<file path="src/rtl/neuron_pkg.sv">
// rtl/neuron_pkg.sv - shared types and helpers for the streaming neuron blocks
//
// Contents:
//   state_t    : frame FSM states (ST_ACC accumulating, ST_OUT holding a result)
//   acc_width  : accumulator width DW + clog2(N_IN), wide enough that the sum never overflows
//   relu_sat   : ReLU then optional unsigned saturation of a sign-extended value to out_w bits
package neuron_pkg;

  typedef enum logic [0:0] {
    ST_ACC = 1'b0,
    ST_OUT = 1'b1
  } state_t;

  function automatic int acc_width(input int dw, input int n_in);
    return dw + $clog2(n_in);
  endfunction

  // t is carried at 64 bits so one function serves every accumulator width;
  // callers sign-extend into it and truncate the result to out_w bits.
  function automatic logic [63:0] relu_sat(input logic signed [63:0] t,
                                            input int out_w,
                                            input bit sat);
    logic [63:0] max_val;
    logic [63:0] r;
    max_val = (64'd1 << out_w) - 64'd1;
    if (t[63]) begin
      r = 64'd0;
    end else if ($unsigned(t) > max_val) begin
      r = sat ? max_val : ($unsigned(t) & max_val);
    end else begin
      r = $unsigned(t);
    end
    return r;
  endfunction

endpackage

</file>
<file path="src/rtl/neuron_stream_relu_if.sv">
// rtl/neuron_stream_relu_if.sv - input/output valid-ready streams of the neuron
//
// Signals:
//   in_valid/in_ready/in_data    : signed DW-bit sample stream into the neuron
//   out_valid/out_ready/out_q    : unsigned OUT_W-bit result stream out of the neuron
//   out_neg                      : shifted sum was negative, valid with out_valid
// Modports: master = stream source/sink side, slave = neuron side.
interface neuron_stream_relu_if #(
  parameter int DW    = 8,
  parameter int OUT_W = 8
);
  logic             in_valid;
  logic             in_ready;
  logic [DW-1:0]    in_data;
  logic             out_valid;
  logic             out_ready;
  logic [OUT_W-1:0] out_q;
  logic             out_neg;

  modport master (
    output in_valid, in_data, out_ready,
    input  in_ready, out_valid, out_q, out_neg
  );

  modport slave (
    input  in_valid, in_data, out_ready,
    output in_ready, out_valid, out_q, out_neg
  );
endinterface

</file>
<file path="src/rtl/neuron_relu_sat.sv">
// rtl/neuron_relu_sat.sv - combinational arithmetic shift, ReLU and saturate stage
//
// Ports:
//   sum : signed AW-bit accumulated sum
//   q   : OUT_W-bit result after >>> SHIFT, ReLU and saturation/wrap
//   neg : shifted sum was negative
module neuron_relu_sat
  import neuron_pkg::*;
#(
  parameter int AW    = 11,
  parameter int SHIFT = 2,
  parameter int OUT_W = 8,
  parameter int SAT   = 1
) (
  input  logic signed [AW-1:0] sum,
  output logic [OUT_W-1:0]     q,
  output logic                 neg
);

  logic signed [AW-1:0] t;

  // Arithmetic shift rounds toward -inf, so e.g. -3 >>> 2 = -1 (negative).
  assign t   = sum >>> SHIFT;
  assign neg = t[AW-1];
  assign q   = OUT_W'(relu_sat(64'(t), OUT_W, SAT != 0));

endmodule

</file>
<file path="src/rtl/neuron_stream_relu.sv">
// rtl/neuron_stream_relu.sv - time-multiplexed N_IN-input ReLU neuron on valid/ready streams
//
// Ports:
//   clk   : clock, rising edge
//   rst   : asynchronous active-high reset
//   clear : synchronous frame abort while accumulating (ignored while a result is held)
//   bus   : slave side of the sample/result streams (see neuron_stream_relu_if)
module neuron_stream_relu
  import neuron_pkg::*;
#(
  parameter int DW    = 8,
  parameter int N_IN  = 8,
  parameter int SHIFT = 2,
  parameter int OUT_W = 8,
  parameter int SAT   = 1
) (
  input  logic                 clk,
  input  logic                 rst,
  input  logic                 clear,
  neuron_stream_relu_if.slave  bus
);

  localparam int AW = acc_width(DW, N_IN);
  localparam int CW = $clog2(N_IN);

  state_t               state, state_nxt;
  logic signed [AW-1:0] acc, acc_nxt, sum;
  logic [CW-1:0]        cnt, cnt_nxt;
  logic [OUT_W-1:0]     q_reg, q_res;
  logic                 neg_reg, neg_res;
  logic                 beat, last, load;

  assign beat = bus.in_valid && (state == ST_ACC);
  assign last = (cnt == CW'(N_IN - 1));
  assign sum  = acc + {{(AW-DW){bus.in_data[DW-1]}}, bus.in_data};

  neuron_relu_sat #(
    .AW    (AW),
    .SHIFT (SHIFT),
    .OUT_W (OUT_W),
    .SAT   (SAT)
  ) u_relu_sat (
    .sum (sum),
    .q   (q_res),
    .neg (neg_res)
  );

  always_comb begin
    state_nxt = state;
    acc_nxt   = acc;
    cnt_nxt   = cnt;
    load      = 1'b0;
    case (state)
      ST_ACC: begin
        // clear beats everything, including a last beat in the same cycle
        if (clear) begin
          acc_nxt = '0;
          cnt_nxt = '0;
        end else if (beat) begin
          if (last) begin
            load      = 1'b1;
            acc_nxt   = '0;
            cnt_nxt   = '0;
            state_nxt = ST_OUT;
          end else begin
            acc_nxt = sum;
            cnt_nxt = cnt + CW'(1);
          end
        end
      end
      ST_OUT: begin
        if (bus.out_ready) state_nxt = ST_ACC;
      end
      default: state_nxt = ST_ACC;
    endcase
  end

  always_ff @(posedge clk or posedge rst) begin
    if (rst) begin
      state   <= ST_ACC;
      acc     <= '0;
      cnt     <= '0;
      q_reg   <= '0;
      neg_reg <= 1'b0;
    end else begin
      state <= state_nxt;
      acc   <= acc_nxt;
      cnt   <= cnt_nxt;
      if (load) begin
        q_reg   <= q_res;
        neg_reg <= neg_res;
      end
    end
  end

  // Both handshake outputs come straight from the state register.
  assign bus.in_ready  = (state == ST_ACC);
  assign bus.out_valid = (state == ST_OUT);
  assign bus.out_q     = q_reg;
  assign bus.out_neg   = neg_reg;

endmodule

</file>
<file path="src/flat_wrapper.sv">
// flat-port wrapper written by rule: the top's interface ports become plain ports
module neuron_stream_relu_flat import neuron_pkg::*;
#(
  parameter int DW    = 8,
  parameter int N_IN  = 8,
  parameter int SHIFT = 2,
  parameter int OUT_W = 8,
  parameter int SAT   = 1
)
  (clk, rst, clear, bus_in_valid, bus_in_data, bus_out_ready, bus_in_ready, bus_out_valid, bus_out_q, bus_out_neg);
  neuron_stream_relu_if #(.DW(DW), .OUT_W(OUT_W)) bus_i ();
  input  logic clk;
  input  logic rst;
  input  logic clear;
  input wire logic [$bits(bus_i.in_valid)-1:0] bus_in_valid;
  input wire logic [$bits(bus_i.in_data)-1:0] bus_in_data;
  input wire logic [$bits(bus_i.out_ready)-1:0] bus_out_ready;
  output wire logic [$bits(bus_i.in_ready)-1:0] bus_in_ready;
  output wire logic [$bits(bus_i.out_valid)-1:0] bus_out_valid;
  output wire logic [$bits(bus_i.out_q)-1:0] bus_out_q;
  output wire logic [$bits(bus_i.out_neg)-1:0] bus_out_neg;
  assign bus_i.in_valid = bus_in_valid;
  assign bus_i.in_data = bus_in_data;
  assign bus_i.out_ready = bus_out_ready;
  assign bus_in_ready = bus_i.in_ready;
  assign bus_out_valid = bus_i.out_valid;
  assign bus_out_q = bus_i.out_q;
  assign bus_out_neg = bus_i.out_neg;
  neuron_stream_relu #(.DW(DW), .N_IN(N_IN), .SHIFT(SHIFT), .OUT_W(OUT_W), .SAT(SAT)) u_core (.clk(clk), .rst(rst), .clear(clear), .bus(bus_i));
endmodule
</file>
<file path="config.mk">
export PLATFORM = sky130hd
export DESIGN_NAME = neuron_stream_relu_flat
export DESIGN_NICKNAME = d
export VERILOG_FILES = /design/src/rtl/neuron_pkg.sv /design/src/rtl/neuron_stream_relu_if.sv /design/src/rtl/neuron_relu_sat.sv /design/src/rtl/neuron_stream_relu.sv /design/src/flat_wrapper.sv
export SDC_FILE = /design/constraint.sdc
export NUM_CORES = 1
export LEC_CHECK = 0
export ABC_AREA = 0
export CAP_MARGIN = 25
export CELL_PAD_IN_SITES_DETAIL_PLACEMENT = 0
export CELL_PAD_IN_SITES_GLOBAL_PLACEMENT = 1
export CORE_MARGIN = 2
export CORE_UTILIZATION = 45
export CTS_CLUSTER_SIZE = 25
export DETAILED_ROUTE_END_ITERATION = 10
export DONT_BUFFER_PORTS = 1
export PLACE_DENSITY_LB_ADDON = 0.1
export SKIP_LAST_GASP = 1
export SLEW_MARGIN = 20
export SYNTH_ARGS = -nofsm -noshare
export SYNTH_HDL_FRONTEND = slang
export SYNTH_HIERARCHICAL = 1
export SYNTH_SLANG_ARGS = --single-unit
</file>
<file path="constraint.sdc">
create_clock -name clk -period 5.2 [get_ports clk]
set_input_delay 0.78 -clock clk [delete_from_list [all_inputs] [get_ports clk]]
set_output_delay 0.78 -clock clk [all_outputs]
set_load 0.01 [all_outputs]
</file>
Word-level counts from Yosys, hierarchy flattened --
Cells that the tools add are included.
Cells by class: add/subtract/negate cells 2, multipliers 0, divide/modulo/power cells 0, order comparisons 1, equality and inequality tests 1, shift operators 0, mux-type cells 14, bitwise logic cells 1, reductions and logical operators 3
Operators by type and width (number):
- 64-bit by 8-bit > comparator with 1-bit output, second input constant | 1
- 11-bit two-way mux | 3
- 8-bit two-way mux | 2
- 11-bit adder | 1
- 3-bit two-way mux | 3
- 1-bit two-way mux | 5
- 3-bit by 1-bit adder with 3-bit output, second input constant | 1
- 3-bit equality test, second input constant | 1
- 1-bit case mux with 2 select lines | 1
- 2-bit AND reduction | 1
- 2-bit nonzero test | 1
- 1-bit logical AND | 1
- 1-bit inverter | 1
Storage, ports and cells: bits in registers 24, latch bits 0, RAM bits 0, ROM bits 0, input port bits 13, output and inout bits 11, memories kept 0

Logic depth before layout (Yosys ltp) --
Gate-level depths: netlist (run 1).
depth after elaboration 5, gate-level depth with buffers 9

By module --
Netlist (run 1), hierarchy kept.
Modules (own cells, without submodules):
- neuron_stream_relu | times used 1, cells each 121, area each 1383.8 µm²
- neuron_relu_sat | times used 1, cells each 9, area each 57.6 µm²

Worst setup path after synthesis (run 1) --
OpenSTA, ideal clock, no wires.
path type input to register, start input bus_in_data[0], end register u_core.q_reg[0] (netlist: u_core/bus.out_q[0]), setup time 0.128 ns, arrival time 2.976 ns, data required time 5.072 ns, path slack 2.097 ns, cell stages on the path 9, path through ha_1 -> fa_1 -> a21o_1 -> a221oi_2 -> o2111ai_1 -> nand3_1 -> xor2_1 -> nor2b_1 -> mux2_1
Between the ends: cells in the longest elaborated chain, start to end 4
RTL lines:
- start, declared | line flat_wrapper.sv:16 | input wire logic [$bits(bus_i.in_data)-1:0] bus_in_data;
- 11-bit adder (*) | line neuron_stream_relu.sv:35 | assign sum = acc + {{(AW-DW){bus.in_data[DW-1]}}, bus.in_data};
- named net u_core.sum[10] | line neuron_stream_relu.sv:27 | logic signed [AW-1:0] acc, acc_nxt, sum;
- 64-bit by 8-bit > comparator with 1-bit output | line neuron_pkg.sv:28 | end else if ($unsigned(t) > max_val) begin
- 8-bit two-way mux | line neuron_pkg.sv:28
- 8-bit two-way mux (*) | line neuron_pkg.sv:26 | if (t[63]) begin
- named net u_core.q_res[0] | line neuron_stream_relu.sv:29 | logic [OUT_W-1:0] q_reg, q_res;
- end signal, assigned | line neuron_stream_relu.sv:90 | q_reg <= q_res;
- end, declared | line neuron_stream_relu.sv:29
The timed path passes the listed nets; every way through them passes the cells marked *. A chain may end at the register's enable or synchronous reset.

Worst setup path in the final report (run 1) --
start input bus_in_data[0], end register u_core.q_reg[4] (netlist: u_core/bus.out_q[4])
Same word-level chain as after synthesis.

==> metrics.md, run 1 <==
| Metric | Value |
|---|---|
| Outcome | `complete, no violations` |
| Max-Cap Viols | `0` |
| Setup Fix Bufs, Post-CTS | `0` |
| Final setup vio count | `0` |
| First-pass GRT wire length | `4610 um` |
| Sequential Power Share | `0.443` |
| Gates resized, CTS repair | `0` |
| DRT Wirelength | `2730 um` |
| DRC Markers | `0` |
| Critical Path End Type | `register` |
| Routed vias/inst | `5.62` |
| CTS clk-pin slew, worst paths | `0.14 ns` |
| Gr usage total | `0.166` |
| Net switching power | `162 uW` |
| Syn Area/Cell | `11.1 um2` |
| Asr flop ratio synth | `1.00` |
| IO Pins | `24` |
| Placed Cells | `170` |
| Max clock buf depth | `2` |
| N_diodes | `0` |
| CP Max Fanout | `9` |
| Clock Latency Late Sink | `0.31 ns` |
| Finished Core Util | `0.502` |
| Largest net degree at the start of global routing | `25` |
| Post-DP HPWL | `2080 um` |
| Final hold vios | `0` |
| Starting Density | `0.472` |
| Layout area overhead | `6.25%` |
| Top FF cell, synth | `dfrtp_1` |
| #FFs+latches synth | `24` |
| Max_slew headroom | `0.480` |
| Commonest non-fill, non-tap cells in the layout | `24 x dfrtp_1, 12 x ha_1, 11 x nor2b_1, 11 x a22o_1, 9 x mux2_1` |
| Full die area | `3670 um2` |
| Logic pwr share | `0.353` |
| Non-Filler Instances | `175` |
| HP Class | `input pin to async pin` |
| DRT Pass-1 Iters | `4` |
| DP Worst Slack | `1.79 ns` |
| Initial DRC count | `36` |
| Synth area leaders | `dfrtp_1 42%, ha_1 10%, mux2_1 7.0%` |
| Synthesized area | `1440 um2` |
| Commonest non-fill, non-tap cell in the layout | `dfrtp_1` |
| Post-synth EDFFs | `0` |
| WS Path Type | `input pin to register` |
| Number of global-route vias before repair | `976` |
| Ratio of cells with drive above 1 in the final layout | `0.0687` |
| Clk sinks | `24` |
| TritonCTS clock tree | `yes` |
| Fill count | `296` |
| Largest area contributor in the netlist | `dfrtp_1` |
| Worst setup margin | `2.11 ns` |
| Setup crit start kind | `input pin` |
| GR Layer Usage met3 | `0.0171` |
| Gpl congestion | `0.791` |
| Post-DRT Antenna Nets | `0` |
| Pwr Total | `481 uW` |
| Crit path DAT | `3.31 ns` |
| Core box area | `3050 um2` |
| Yosys cell types | `37` |
| Final period util | `0.595` |
| Yosys top cell area share | `0.417` |
| Hold buffers post-CTS | `0` |
| Pwr dens | `314 nW/um2` |
| RSZ-0062 raised after global routing | `no` |
| Synth warnings | `6` |
| Fin Setup TNS | `0 ns` |
| Row cnt | `20` |
| Slew Viols, Final | `0` |
| Critical path required time | `5.41 ns` |
| Leak | `0.000778 uW` |
| Register area share after synthesis | `0.417` |
| Int Pwr | `319 uW` |
| Grt peak-use layer | `met1` |
| Min cycle time layout | `3.09 ns` |
| Htree depth | `1` |
| Root Driver | `clkbuf_4` |
| Initial antenna violation count | `0` |
| Syn_nets | `156` |
| CTS Buf Count | `3` |
| Maximum vdd ir drop | `86.6 uV` |
| DR vias | `984` |
| Sw Ratio | `0.337` |
| Mapped Cells | `130` |
| Die W | `60.6 um` |
| GRT met1 Usage | `0.252` |
| I/O Buffers | `0` |
| Fmax | `323 MHz` |
| Slew @ Worst Pin | `0.778 ns` |
| Clock skew | `0.00939 ns` |
| Die Ht | `60.6 um` |
| GR Util met2 | `0.246` |
| Layout Nets | `158` |
| WL/cell | `15.6 um` |
| Remaining Overflow, GRT | `0` |
| Clock group share of total power | `0.204` |
## cell families (layout without fill, tap and decap cells)
logic type | Yosys count | count (layout) | synth area share
xor gates and xnor gates | 9 | 9 | 0.0547
muxes | 10 | 10 | 0.0773
adders and majority gates | 13 | 13 | 0.118
buffers and inverters | 9 | 10 | 0.0269
AOI/OAI and AO/OA | 36 | 36 | 0.189
DFF | 24 | 24 | 0.417
and+or+nand+nor | 29 | 29 | 0.117
## power by group through the flow
stage / Combinational, uW / Clock [uW] / Sequential, uW
after global routing: 191 / 109 / 216
after global placement: 164 / 0 / 216
after floorplan: 141 / 0 / 212
after CTS: 168 / 99.5 / 213
after detailed placement: 168 / 0 / 216
final: 170 / 98.1 / 213
## sequential cells by signal, indices dropped and copies added (netlist names)
signal / flops
u_core/bus.out_valid: 1
u_core/acc: 11
u_core/bus.out_neg: 1
u_core/cnt: 3
u_core/bus.out_q: 8
## Yosys cell counts, types with 2 or more instances
cell type and n:
clkbuf_1 2, xor2_1 4, ha_1 12, a21oi_1 6, mux2_1 9, a22o_1 11
nor2_1 2, nor2b_1 11, dfrtp_1 24, nand3_1 4, xnor2_1 5, o21bai_1 2
inv_1 3, a21o_1 4, nand2b_1 2, nand2_1 3, o21ai_1 4, and3_1 3
## critical path, cell delays in order
cell	delay, ns
ha_1	0.20
fa_1	0.41
a21o_1	0.22
a221oi_2	0.38
o2111ai_1	0.21
nand3_1	0.14
xor2_1	0.51
nor2b_1	0.13
mux2_1	0.31
## through the flow
stage,hold WS (ns),area [um2]
2_1_floorplan,0.454,1440
3_3_place_gp,0.471,1480
3_5_place_dp,0.480,1480
4_1_cts,0.501,1520
5_1_grt,0.382,1530
6_report,0.355,1530
## routing by layer
layer	wire, um	share of wire
met1	1400	0.51
met2	1120	0.41
met3	174	0.064
met4	25	0.0092
met5	0	0
## cell type report
type                       instances  area, um2  area share
multi-input combinational         97        802       0.524
sequential                        24        601       0.392
tap                               44       55.1      0.0359
clock buffer                       4       36.3      0.0237
timing repair buffer               2       22.5      0.0147
inverter                           4       15.0     0.00980
## worst paths after layout
path                                start                  end  slack [ns]  cells past startpoint
max                        bus_in_data[0]  u_core/bus.out_q[4]        2.11                      9
min                                   rst        u_core/acc[1]        0.35                      1
max reg2reg                 u_core/acc[0]  u_core/bus.out_q[4]        2.16                      9
min reg2reg                 u_core/cnt[0]        u_core/cnt[0]        0.49                      1
max in group asynchronous             rst        u_core/cnt[1]        4.39                      2
min in group clk            u_core/cnt[0]        u_core/cnt[0]        0.49                      1
Power figures use the tool's default switching activity.
==> run 2, diff against run 1 <==
--- a/config.mk
+++ b/config.mk
@@ -10,7 +10,7 @@
 export CELL_PAD_IN_SITES_DETAIL_PLACEMENT = 0
 export CELL_PAD_IN_SITES_GLOBAL_PLACEMENT = 1
 export CORE_MARGIN = 2
-export CORE_UTILIZATION = 45
+export CORE_UTILIZATION = 44
 export CTS_CLUSTER_SIZE = 25
 export DETAILED_ROUTE_END_ITERATION = 10
 export DONT_BUFFER_PORTS = 1
==> constraint.sdc (replaced) <==
create_clock -name clk -period 2.8 [get_ports clk]
set_input_delay 0.42 -clock clk [delete_from_list [all_inputs] [get_ports clk]]
set_output_delay 0.42 -clock clk [all_outputs]
set_load 0.01 [all_outputs]
==> run 2 against run 1 <==
Against the previous run: design area increased by 7.1%; worst setup slack got worse by 2.0 ns; die area increased by 2.1%; via count increased by 4.0%; global-route usage decreased by 0.16 points; worst hold slack got worse by 0.19 ns; clock power increased to 2.7 times the previous value; clock skew increased by 0.00081 ns; clock-buffer cell count decreased by 1; sequential share of layout area decreased by 2.6 points; critical endpoint is now u_core/bus.out_q[2]; largest cell class unchanged; largest power group unchanged.
==> metrics.md, run 2 (synthesized netlist as in run 1, its figures left out) <==
| Metric | Value |
|---|---|
| Remaining Overflow, GRT | `0` |
| Fill count | `285` |
| Slew Viols, Final | `0` |
| Commonest non-fill, non-tap cell in the layout | `dfrtp_1` |
| Layout area overhead | `13.8%` |
| Sw Ratio | `0.319` |
| CTS Buf Count | `3` |
| Number of global-route vias before repair | `953` |
| I/O Buffers | `0` |
| Clock Latency Late Sink | `0.33 ns` |
| Logic pwr share | `0.363` |
| Routed vias/inst | `5.59` |
| Max-Cap Viols | `0` |
| Non-Filler Instances | `183` |
| Number of flip-flops under the largest register name | `11` |
| Placed cell area | `1520 um2` |
| WL/cell | `16.0 um` |
| Max clock buf depth | `2` |
| First-pass GRT wire length | `4510 um` |
| Clock group share of total power | `0.255` |
| Maximum vdd ir drop | `252 uV` |
| Min cycle time layout | `2.67 ns` |
| CTS clk-pin slew, worst paths | `0.14 ns` |
| Crit path buffers/inverters | `1` |
| Ratio of cells with drive above 1 in the final layout | `0.137` |
| Leak | `0.000828 uW` |
| Layout Nets | `166` |
| IO Pins | `24` |
| Fin Setup TNS | `0 ns` |
| HP Class | `input pin to register` |
| Die W | `61.2 um` |
| CP peak stage delay | `0.41 ns` |
| Fmax | `374 MHz` |
| Commonest non-fill, non-tap cells in the layout | `24 x dfrtp_1, 12 x ha_1, 11 x nor2b_1, 11 x a22o_1, 9 x mux2_1` |
| DRT Wirelength | `2940 um` |
| DRT Pass-1 Iters | `4` |
| Outcome | `complete, no violations` |
| Initial antenna violation count | `0` |
| Gr usage total | `0.164` |
| Post-DRT Antenna Nets | `0` |
| CP Cell Sequence | `ha_1, fa_1, a21o_1, a221oi_4, o2111ai_2, nand3_2, xor2_2, buf_4, nor2b_1, mux2_1` |
| Final hold vios | `0` |
| Crit-path leading delay family | `compound AO/OA/AOI/OAI gates` |
| Net switching power | `328 uW` |
| Full die area | `3750 um2` |
| Critical Path End Type | `register` |
| Final Cell Area | `1640 um2` |
| Root Driver | `clkbuf_4` |
| Clock skew | `0.0102 ns` |
| DR vias | `1023` |
| Slew @ Worst Pin | `0.456 ns` |
| Slowest cell on crit path | `dfrtp_1` |
| Die Ht | `61.2 um` |
| Starting Density | `0.468` |
| Critical path required time | `3.02 ns` |
| Placed Cells | `175` |
| CP Max Fanout | `7` |
| Clk sinks | `24` |
| Max_slew headroom | `0.696` |
| Hold_ws | `0.161 ns` |
| Post-DP HPWL | `2140 um` |
| WS Path Type | `register to register` |
| Gpl congestion | `0.811` |
| N_diodes | `0` |
| Setup crit start kind | `register` |
| Int Pwr | `699 uW` |
| Final setup vio count | `0` |
| Pwr dens | `626 nW/um2` |
| Finished Core Util | `0.533` |
| Core box area | `3080 um2` |
| Crit path DAT | `2.89 ns` |
| Largest Register | `u_core/acc` |
| Largest net degree at the start of global routing | `25` |
| DRC Markers | `0` |
| Row cnt | `20` |
| Sequential Power Share | `0.382` |
| Initial DRC count | `44` |
| TritonCTS clock tree | `yes` |
| Htree depth | `1` |
| Final period util | `0.954` |
run 2: worst register-to-register path, delay by kind of cell, from the launching register on:
kind | cells | cell delay (ns)
adders and majority gates | 2 | 0.62
and+or+nand+nor | 2 | 0.20
muxes | 1 | 0.29
DFF | 1 | 0.41
AOI/OAI and AO/OA | 3 | 0.74
buffers and inverters | 1 | 0.17
xor gates and xnor gates | 1 | 0.16
run 2: cell type report:
class	instances	area, um2	share of cell area
clock buffer	3	22.5	0.0137
clock inverter	1	30.0	0.0183
inverter	4	15.0	0.00915
multi-input combinational	97	832	0.507
sequential	24	601	0.366
tap	44	55.1	0.0336
timing repair buffer	10	85.1	0.0519
run 2: stage by stage:
step           power, uW  setup slack, ns
6_report            1030            0.130
5_1_grt             1090          -0.0248
4_1_cts             1010           0.0714
3_5_place_dp         742           0.0489
3_3_place_gp         735            0.126
2_1_floorplan        656           0.0567
run 2: what timing repair did:
action | 4_1_cts | 5_1_grt
buffers inserted | 0 | 2
hold endpoints to repair | 0 | 10
resized for setup | 0 | 4
hold buffers | 0 | 1
setup endpoints to repair | 0 | 8
run 2: path summary, 6_finish.rpt:
kind,from,to,slack (ns),depth (start not counted)
worst max-delay path,u_core/acc[0],u_core/bus.out_q[2],0.13,10
min in group asynchronous,rst,u_core/bus.out_q[0],0.51,2
max in group asynchronous,rst,u_core/acc[8],1.83,3
worst max register to register,u_core/acc[0],u_core/bus.out_q[2],0.13,10
worst min register to register,u_core/cnt[0],u_core/cnt[0],0.50,1
worst min-delay path,bus_out_ready,u_core/bus.out_valid,0.16,1
run 2: power groups by stage:
| stage | clock network (uW) | logic [uW] | registers, uW |
|---|---|---|---|
| after floorplan | 0 | 262 | 394 |
| after global placement | 0 | 337 | 398 |
| after detailed placement | 0 | 343 | 398 |
| after CTS | 269 | 345 | 392 |
| after global routing | 279 | 417 | 396 |
| final | 262 | 372 | 393 |
run 2: per-layer routing:
| layer | GRT usage | wire (um) |
|---|---|---|
| met1 | 0.224 | 1400 |
| met2 | 0.267 | 1420 |
| met3 | 0.0294 | 109 |
| met4 | 0.0466 | 10 |
| met5 | 0 | 0 |
==> run 3, diff against run 2 <==
--- a/config.mk
+++ b/config.mk
@@ -6,6 +6,7 @@
 export NUM_CORES = 1
 export LEC_CHECK = 0
 export ABC_AREA = 0
+export ABC_CLOCK_PERIOD_IN_PS = 2800
 export CAP_MARGIN = 25
 export CELL_PAD_IN_SITES_DETAIL_PLACEMENT = 0
 export CELL_PAD_IN_SITES_GLOBAL_PLACEMENT = 1
==> results of run 3 <==
Final layout, timing and power as in run 2 (identical DEF).
